`src/rtl/mips_pkg.sv`:
```
// Shared MIPS pipeline definitions: widths, special registers,
// and the write-back source encoding.
package mips_pkg;

  localparam int DATA_W = 32;
  localparam int ADDR_W = 5;

  localparam int REG_ZERO = 0;
  localparam int REG_RA   = 31;

  typedef enum logic [1:0] {
    WB_SRC_ALU  = 2'd0,
    WB_SRC_MEM  = 2'd1,
    WB_SRC_LINK = 2'd2
  } wb_src_e;

  // Link writes take priority over the load/ALU choice.
  function automatic wb_src_e wb_src_sel(
    input logic link,
    input logic mem_to_reg
  );
    if (link)
      return WB_SRC_LINK;
    else if (mem_to_reg)
      return WB_SRC_MEM;
    else
      return WB_SRC_ALU;
  endfunction

endpackage

```
`src/rtl/reg_file_2r1w.sv`:
```
// Architectural register storage: one write port, two
// combinational read ports, r0 hard-wired to zero.
module reg_file_2r1w
  import mips_pkg::*;
#(
  parameter int DATA_W = mips_pkg::DATA_W,
  parameter int ADDR_W = mips_pkg::ADDR_W,
  parameter logic [DATA_W-1:0] RESET_VAL = '0
) (
  input  logic              clk,
  input  logic              rst_n,
  input  logic              we,
  input  logic [ADDR_W-1:0] waddr,
  input  logic [DATA_W-1:0] wdata,
  input  logic [ADDR_W-1:0] raddr_a,
  input  logic [ADDR_W-1:0] raddr_b,
  output logic [DATA_W-1:0] rdata_a,
  output logic [DATA_W-1:0] rdata_b
);

  localparam int NREG = 1 << ADDR_W;
  localparam logic [ADDR_W-1:0] R0 = ADDR_W'(REG_ZERO);

  logic [DATA_W-1:0] mem [NREG];

  always_ff @(posedge clk or negedge rst_n) begin
    if (!rst_n) begin
      for (int i = 0; i < NREG; i++)
        mem[i] <= RESET_VAL;
    end else if (we && waddr != R0) begin
      mem[waddr] <= wdata;
    end
  end

  assign rdata_a = (raddr_a == R0) ? '0 : mem[raddr_a];
  assign rdata_b = (raddr_b == R0) ? '0 : mem[raddr_b];

endmodule

```
`src/rtl/writeback_regfile.sv`:
```
// MIPS write-back stage: MEM/WB capture, result select, register
// file commit with read bypass, EX forwarding and retire counting.
module writeback_regfile
  import mips_pkg::*;
#(
  parameter int DATA_W = mips_pkg::DATA_W,
  parameter int ADDR_W = mips_pkg::ADDR_W,
  parameter logic [DATA_W-1:0] RESET_VAL = '0
) (
  input  logic              clk,
  input  logic              rst_n,
  input  logic              wb_valid_i,
  input  logic              wb_reg_write_i,
  input  logic              wb_mem_to_reg_i,
  input  logic              wb_link_i,
  input  logic [ADDR_W-1:0] wb_dest_i,
  input  logic [DATA_W-1:0] wb_alu_result_i,
  input  logic [DATA_W-1:0] wb_mem_data_i,
  input  logic [DATA_W-1:0] wb_pc_plus8_i,
  input  logic              stall_i,
  input  logic              flush_i,
  input  logic [ADDR_W-1:0] rs_addr_i,
  input  logic [ADDR_W-1:0] rt_addr_i,
  output logic [DATA_W-1:0] rs_data_o,
  output logic [DATA_W-1:0] rt_data_o,
  output logic              fwd_valid_o,
  output logic [ADDR_W-1:0] fwd_dest_o,
  output logic [DATA_W-1:0] fwd_data_o,
  output logic [31:0]       retire_cnt_o
);

  localparam logic [ADDR_W-1:0] R0 = ADDR_W'(REG_ZERO);
  localparam logic [ADDR_W-1:0] RA = ADDR_W'(REG_RA);

  logic              st_valid;
  logic              st_rw;
  logic              st_written;
  logic [ADDR_W-1:0] st_dest;
  logic [DATA_W-1:0] st_data;

  logic [31:0]       retire_cnt;

  wb_src_e           src;
  logic [ADDR_W-1:0] cap_dest;
  logic [DATA_W-1:0] cap_data;
  logic              we;
  logic              commit;
  logic              retire;
  logic [DATA_W-1:0] rf_rs;
  logic [DATA_W-1:0] rf_rt;

  assign src = wb_src_sel(wb_link_i, wb_mem_to_reg_i);

  always_comb begin
    cap_dest = wb_dest_i;
    cap_data = wb_alu_result_i;
    unique case (src)
      WB_SRC_LINK: begin
        cap_dest = RA;
        cap_data = wb_pc_plus8_i;
      end
      WB_SRC_MEM: cap_data = wb_mem_data_i;
      default: ;
    endcase
  end

  assign we = st_valid & st_rw & ~st_written
            & (st_dest != R0);
  assign commit = we & ~flush_i;
  assign retire = st_valid & ~stall_i & ~flush_i;

  // A stalled instruction commits once, then only waits to retire.
  always_ff @(posedge clk or negedge rst_n) begin
    if (!rst_n) begin
      st_valid   <= 1'b0;
      st_rw      <= 1'b0;
      st_written <= 1'b0;
      st_dest    <= '0;
      st_data    <= '0;
    end else if (flush_i) begin
      st_valid <= 1'b0;
    end else if (stall_i) begin
      if (we)
        st_written <= 1'b1;
    end else begin
      st_valid   <= wb_valid_i;
      st_rw      <= wb_reg_write_i;
      st_written <= 1'b0;
      st_dest    <= cap_dest;
      st_data    <= cap_data;
    end
  end

  always_ff @(posedge clk or negedge rst_n) begin
    if (!rst_n)
      retire_cnt <= '0;
    else if (retire)
      retire_cnt <= retire_cnt + 32'd1;
  end

  reg_file_2r1w #(
    .DATA_W    (DATA_W),
    .ADDR_W    (ADDR_W),
    .RESET_VAL (RESET_VAL)
  ) u_rf (
    .clk     (clk),
    .rst_n   (rst_n),
    .we      (commit),
    .waddr   (st_dest),
    .wdata   (st_data),
    .raddr_a (rs_addr_i),
    .raddr_b (rt_addr_i),
    .rdata_a (rf_rs),
    .rdata_b (rf_rt)
  );

  assign rs_data_o = (we && rs_addr_i == st_dest)
                   ? st_data : rf_rs;
  assign rt_data_o = (we && rt_addr_i == st_dest)
                   ? st_data : rf_rt;

  assign fwd_valid_o  = we;
  assign fwd_dest_o   = st_valid ? st_dest : '0;
  assign fwd_data_o   = st_valid ? st_data : '0;
  assign retire_cnt_o = retire_cnt;

endmodule

```
`config.mk`:
```
export PLATFORM = sky130hd
export DESIGN_NAME = writeback_regfile
export DESIGN_NICKNAME = d
export VERILOG_FILES = /design/src/rtl/mips_pkg.sv /design/src/rtl/reg_file_2r1w.sv /design/src/rtl/writeback_regfile.sv
export SDC_FILE = /design/constraint.sdc
export NUM_CORES = 2
export LEC_CHECK = 0
export CORE_AREA = 4 4 335 337
export DETAILED_ROUTE_END_ITERATION = 12
export DIE_AREA = 0 0 339 341
export PLACE_DENSITY = 0.73
export SLEW_MARGIN = 20
export SYNTH_ARGS = -nofsm -noshare
export SYNTH_HDL_FRONTEND = slang
export SYNTH_SLANG_ARGS = --single-unit
```
`constraint.sdc`:
```
create_clock -name clk -period 5.66 [get_ports clk]
set_input_delay 1.132 -clock clk [delete_from_list [all_inputs] [get_ports clk]]
set_output_delay 1.132 -clock clk [all_outputs]
set_load 0.02 [all_outputs]
```
# [After elaboration in Yosys (flattened, before gate mapping)]
# Cells that the tools add are included.
[word_totals] regBits=1096 in_bits=119 out_inout_bits=134 word_cells=93
[op_classes] addsub=1 order_cmp=4 eq_ne=6 n_mux=23 n_bitwise=12 n_reduce_logical=9
[ops] cell="$bwmux 1024" count=1
[ops] cell="$bmux 32 s5" count=2
[ops] cell="$mux 32" count=10
[ops] cell="$demux 32 s5" count=1
[ops] cell="$pmux 32 s2" count=1
[ops] cell="$add 32x1->32 const B" count=1
[ops] cell="$ge 6x6->1 const B" count=3
[ops] cell="$not 5->6" count=3
[ops] cell="$eq 5x5->1" count=2
[ops] cell="$logic_not 5->1" count=2
[ops] cell="$mux 5" count=2
[ops] cell="$and 1x1->1" count=6
[ops] cell="$lt 6x1->1 const B" count=1
[ops] cell="$mux 1" count=5
[ops] cell="$reduce_bool 5->1" count=1
[ops] cell="$logic_and 1x1->1" count=4
[ops] cell="$ne 2x1->1 const B" count=2
[ops] cell="$reduce_and 2->1" count=2
[ops] cell="$not 1->1" count=3
[ops] cell="$eq 2x1->1 const B" count=1
[ops] cell="$eq 2x2->1 const B" count=1
[ops] cell="$mux 2" count=1

# [Longest topological paths before layout]
[logic_depth] word_depth=6 ltp_mapped=10

# [Hierarchy]
# A second synthesis with hierarchy kept.
[hier_totals] cells_unflattened=4291 area_unflattened_um2=59478.3
[modules_own_cells] module="reg_file_2r1w" instances=1 cells_each=3794 area_per_inst_um2=54523.5 seq_area_each_um2=25624.6
[modules_own_cells] module="writeback_regfile" instances=1 cells_each=497 area_per_inst_um2=4954.8 seq_area_each_um2=1801.7

# [Least setup slack after synthesis]
# Ideal clock, no wire load.
[synth_path] kind="input port to output port" start="input rt_addr_i[1]" end="output rt_data_o[0]" arrival_time_ns=2.855 required_time_ns=4.528 slack_ns=1.673 path_stages=7 path_buffers=3 path_cell_list="buf_2 -> buf_4 -> clkbuf_1 -> mux4_2 -> mux2_2 -> a221oi_1 -> o22ai_1"
[synth_via] elab_chain_cells=6 elab_cells_between_ends=9 cone_classes="eq/ne (1); mux (5); bitwise (1); reduce/logical (2)"
[synth_lines] element="start: declaration" line_no="writeback_regfile.sv:23" source="input logic [ADDR_W-1:0] rt_addr_i,"
[synth_lines] element="$not 5->6 (not written as such)" line_no="reg_file_2r1w.sv:36" source="assign rdata_b = (raddr_b == R0) ? '0 : mem[raddr_b];"
[synth_lines] element="$bmux 32 s5" line_no="reg_file_2r1w.sv:36"
[synth_lines] element="$mux 32 (not written as such) (2 in series)" line_no="reg_file_2r1w.sv:36"
[synth_lines] element="$mux 32" line_no="reg_file_2r1w.sv:36"
[synth_lines] element="$mux 32 *" line_no="writeback_regfile.sv:120" source="? st_data : rf_rt;"
[synth_lines] element="end: declaration" line_no="writeback_regfile.sv:25" source="output logic [DATA_W-1:0] rt_data_o,"
# Mark *: on every way between the ends. The rest lies on a longest branch, timed or not. The select of a mux whose other input is x is not followed.

# [Worst setup path after layout]
[layout_path] start="input rt_addr_i[2]" end="output rt_data_o[1]"
# Same word-level chain as after synthesis.

==> flow_summary.html <==
<table>
<tr><th>Metric</th><th>Value</th></tr>
<tr><th colspan="2">Status</th></tr>
<tr><td>Outcome</td><td>finished, final reports clean</td></tr>
<tr><th colspan="2">STA</th></tr>
<tr><td>Worst hold slack after final layout</td><td>0.396 ns</td></tr>
<tr><td>Worst-Margin Slew</td><td>1.20 ns</td></tr>
<tr><td>Max Freq</td><td>186 MHz</td></tr>
<tr><td>Worst clock skew</td><td>0.0286 ns</td></tr>
<tr><td>Final setup viols</td><td>0</td></tr>
<tr><td>Slew headroom</td><td>19.7%</td></tr>
<tr><td>Setup TNS</td><td>0 ns</td></tr>
<tr><td>Number of slew-limit violations in the final report</td><td>0</td></tr>
<tr><td>Final period utilization</td><td>95.0%</td></tr>
<tr><td>Final Hold Fails</td><td>0</td></tr>
<tr><td>RSZ-0062 raised after global routing</td><td>false</td></tr>
<tr><td>Min cycle time layout</td><td>5.38 ns</td></tr>
<tr><th colspan="2">Drt</th></tr>
<tr><td>Routed via count divided by cell count</td><td>7.00</td></tr>
<tr><td>Final routed wirelength across all metal layers</td><td>205000 µm</td></tr>
<tr><td>Via total after detailed routing</td><td>43.1k</td></tr>
<tr><td>Routed length per instance</td><td>33.2 µm</td></tr>
<tr><td>Routed Antenna Nets</td><td>0</td></tr>
<tr><td>Remaining DRCs</td><td>0</td></tr>
<tr><td>Detailed-router iteration count before antenna repair</td><td>5</td></tr>
<tr><td>Number of DRC violations after detailed-routing iteration 0</td><td>5031</td></tr>
<tr><th colspan="2">Logic synthesis</th></tr>
<tr><td>Library cell occupying the most area in the post-synthesis netlist</td><td>sky130_fd_sc_hd__dfrtp_1</td></tr>
<tr><td>Average instance area after synthesis</td><td>13.1 µm²</td></tr>
<tr><td>Dominant synthesized flop cell</td><td>sky130_fd_sc_hd__dfrtp_1</td></tr>
<tr><td>Syn Std Cell Area</td><td>59900 µm²</td></tr>
<tr><td>Number of enable flip-flop cells after synthesis</td><td>0</td></tr>
<tr><td>Post-synthesis net count</td><td>4688</td></tr>
<tr><td>Ys Warns</td><td>0</td></tr>
<tr><td>Proportion of register bits with asynchronous set or reset after synthesis</td><td>100%</td></tr>
<tr><td>Most frequent cell after synthesis</td><td>sky130_fd_sc_hd__dfrtp_1</td></tr>
<tr><td>Top-area cell type share of the netlist area</td><td>45.8%</td></tr>
<tr><td>Most numerous cell types in the synthesized netlist</td><td>sky130_fd_sc_hd__dfrtp_1, sky130_fd_sc_hd__mux2_2, sky130_fd_sc_hd__mux2i_1, sky130_fd_sc_hd__mux4_2, sky130_fd_sc_hd__clkbuf_1</td></tr>
<tr><td>Number of standard cells after synthesis</td><td>4568</td></tr>
<tr><td>Distinct cell type count of the synthesized netlist</td><td>59</td></tr>
<tr><td>Number of flip-flops and latches in the synthesized netlist</td><td>1096</td></tr>
<tr><td>Fraction of the yosys area taken by sequential cells</td><td>45.8%</td></tr>
<tr><td>Ranking of synthesized cells by area</td><td>sky130_fd_sc_hd__dfrtp_1, sky130_fd_sc_hd__mux2_2, sky130_fd_sc_hd__mux4_2, sky130_fd_sc_hd__mux2i_1, sky130_fd_sc_hd__a22oi_1</td></tr>
<tr><th colspan="2">Worst setup path</th></tr>
<tr><td>Crit path arrival time</td><td>4.24 ns</td></tr>
<tr><td>Critical Path, Cell by Cell</td><td>buf_8 &gt; buf_4 &gt; mux4_2 &gt; nor2b_1 &gt; a211oi_1 &gt; or4_1 &gt; o22ai_1 &gt; clkdlybuf4s50_1</td></tr>
<tr><td>Type of element launching the critical path</td><td>input pin</td></tr>
<tr><td>Crit path kind</td><td>input pin to primary output</td></tr>
<tr><td>Largest stage delay on the critical path</td><td>0.74 ns</td></tr>
<tr><td>Largest fanout on the critical path</td><td>32</td></tr>
<tr><td>Category of the worst setup path capture point</td><td>primary output</td></tr>
<tr><td>Data required time at the worst endpoint</td><td>4.53 ns</td></tr>
<tr><td>Critical-path top delay cell</td><td>sky130_fd_sc_hd__clkdlybuf4s50_1</td></tr>
<tr><th colspan="2">Min path</th></tr>
<tr><td>Worst hold path type</td><td>flop to flop</td></tr>
<tr><th colspan="2">GRT</th></tr>
<tr><td>Global-route wire length before repair</td><td>298000 µm</td></tr>
<tr><td>Vias in the first global route</td><td>43.3k</td></tr>
<tr><td>Total congestion overflow after global routing</td><td>0</td></tr>
<tr><td>Global routing usage summed across all routing layers</td><td>34.8%</td></tr>
<tr><td>Number of antenna violations at the first check in global routing</td><td>4</td></tr>
<tr><td>Maximum number of pins on one net before global-route repair</td><td>124</td></tr>
<tr><th colspan="2">Final layout</th></tr>
<tr><td>Final non-filler cell area</td><td>68300 µm²</td></tr>
<tr><td>Share of cells above drive strength 1</td><td>38.0%</td></tr>
<tr><td>Core utilization of the finished layout</td><td>62.8%</td></tr>
<tr><td>Area growth from synthesis to layout</td><td>14.1%</td></tr>
<tr><td>Nets</td><td>4773</td></tr>
<tr><th colspan="2">Clock tree</th></tr>
<tr><td>Number of buffers added to fix hold violations after cts</td><td>0</td></tr>
<tr><td>Clk Latency, worst-skew pair</td><td>0.72 ns</td></tr>
<tr><td>Max Root-Sink Buffers</td><td>3</td></tr>
<tr><td>Clk pin slew, worst setup/hold paths</td><td>0.06 ns</td></tr>
<tr><td>Clock tree from TritonCTS</td><td>built</td></tr>
<tr><td>Post-CTS Repair Setup Buffers</td><td>0</td></tr>
<tr><td>Resized cells post-CTS</td><td>0</td></tr>
<tr><td>CTS H-tree lvls</td><td>3</td></tr>
<tr><td>Buffer cell driving the clock tree root</td><td>sky130_fd_sc_hd__clkbuf_16</td></tr>
<tr><td>Num CTS Buffers</td><td>116</td></tr>
<tr><td>Clock sink count</td><td>1096</td></tr>
<tr><th colspan="2">Placed design</th></tr>
<tr><td>Cell Area, Placed</td><td>64300 µm²</td></tr>
<tr><td>Total half-perimeter wirelength after legalization and detailed placement</td><td>130000 µm</td></tr>
<tr><td>I/O Buffers</td><td>252</td></tr>
<tr><td>Gpl congestion</td><td>0.898</td></tr>
<tr><th colspan="2">Floorplan</th></tr>
<tr><td>Die Outline Area</td><td>116000 µm²</td></tr>
<tr><td>Num ports</td><td>253</td></tr>
<tr><td>Core outline area</td><td>109000 µm²</td></tr>
<tr><td>Site Rows</td><td>121</td></tr>
<tr><td>Starting Density</td><td>55.0%</td></tr>
<tr><td>Width of the chip</td><td>339 µm</td></tr>
<tr><td>Die outline height</td><td>341 µm</td></tr>
<tr><th colspan="2">Pwr</th></tr>
<tr><td>Areal power density over the cells</td><td>281 nW/µm²</td></tr>
<tr><td>Leakage dissipation</td><td>32.7 nW</td></tr>
<tr><td>VDD IR max</td><td>0.242 mV</td></tr>
<tr><td>Power, Total</td><td>19.2 mW</td></tr>
<tr><th colspan="2">Run</th></tr>
<tr><td>Count of max-cap constraint violations</td><td>0</td></tr>
</table>
## kinds of logic (layout without fill, tap and decap cells)
| family | Yosys count | after routing | synth area share, % |
|---|---|---|---|
| buf+inv | 503 | 686 | 3.90 |
| simple gates | 469 | 469 | 3.97 |
| compound gates | 568 | 568 | 6.57 |
| other cells | 0 | 1 | 0 |
| xor+xnor | 41 | 41 | 0.600 |
| flops | 1096 | 1096 | 45.8 |
| fa+ha+maj | 1 | 1 | 0.0209 |
| mux | 1890 | 1890 | 39.2 |
## per-layer routing
| layer | up-vias | wire [µm] | track usage (%) |
|---|---|---|---|
| li1 | 17400 | - | - |
| met1 | 22600 | 80900 | 47.5 |
| met2 | 2544 | 89600 | 51.8 |
| met3 | 619 | 23000 | 10.1 |
| met4 | 4 | 11100 | 15.6 |
| met5 | - | 157 | 0.833 |
## where the power goes
part,switching (mW),internal (mW)
logic,1.53,1.02
registers,0.362,8.12
clock network,3.29,4.86
total,5.18,14.0
## sequential cells by signal (all words and copies together) (netlist names)
| name | cells |
|---|---|
| st_dest | 5 |
| st_valid | 1 |
| u_rf.mem | 1024 |
| st_written | 1 |
| st_rw | 1 |
| retire_cnt_o | 32 |
| st_data | 32 |
## metrics by stage
stage / std cells / worst slack, ns
2_1_floorplan: 4568 / 1.67
3_3_place_gp: 5949 / 0.416
3_5_place_dp: 5949 / 0.405
4_1_cts: 6165 / 0.396
5_1_grt: 6165 / 0.285
6_report: 6166 / 0.284
## cells in the final DEF (no fill, tap or decap), drive strengths merged, types with 3 or more instances in the layout
cell	synthesis	layout
and4	3	3
o2bb2ai	4	4
clkbuf	244	171
mux4	256	256
nor3b	4	4
nand2b	4	4
a22o	42	42
mux2	1060	1060
nor3	6	6
bufinv	0	14
nand4	19	19
nor4	17	17
nand3	58	58
o22ai	30	30
inv	5	7
or4	17	17
a22oi	137	137
o21ai	37	37
clkinv	0	26
nor2	51	51
dfrtp	1096	1096
a32o	30	30
a211oi	51	51
nand2	185	185
o211ai	10	10
or2	3	3
nor2b	40	40
a21oi	168	168
and2	44	44
mux2i	574	574
xnor2	31	31
o221ai	13	13
xor2	10	10
clkdlybuf4s50	0	233
a221oi	42	42
clkinvlp	0	3
and3	9	9
buf	254	232
## final cells by class
cell class | count | area (µm²)
Fill cell | 8235 | 40500
Multi-Input combinational cell | 2969 | 30300
Sequential cell | 1096 | 27400
Timing Repair Buffer | 465 | 4730
Clock buffer | 171 | 3460
Tap cell | 1414 | 1770
Clock inverter | 45 | 617
Inverter | 5 | 18.8
Antenna cell | 1 | 2.50
## worst max-delay path: cells and delay by family
| family | cells | cell delay [ns] |
|---|---|---|
| AND/OR/NAND/NOR | 2 | 0.64 |
| buffers and inverters | 3 | 1.51 |
| AO/OA/AOI/OAI | 2 | 0.61 |
| multiplexers | 1 | 0.26 |
## final timing paths
kind                                start        endpoint  slack (ns)  cells past startpoint
setup / recovery             rt_addr_i[2]    rt_data_o[1]        0.28                      8
hold / removal             u_rf.mem[1012]  u_rf.mem[1012]        0.40                      0
setup reg to reg                 st_valid    u_rf.mem[47]        2.12                      6
hold reg to reg            u_rf.mem[1012]  u_rf.mem[1012]        0.40                      0
max in group asynchronous           rst_n     st_data[29]        3.88                      2
min in group asynchronous           rst_n   u_rf.mem[580]        0.44                      1
(Power assumes the default switching activity.)
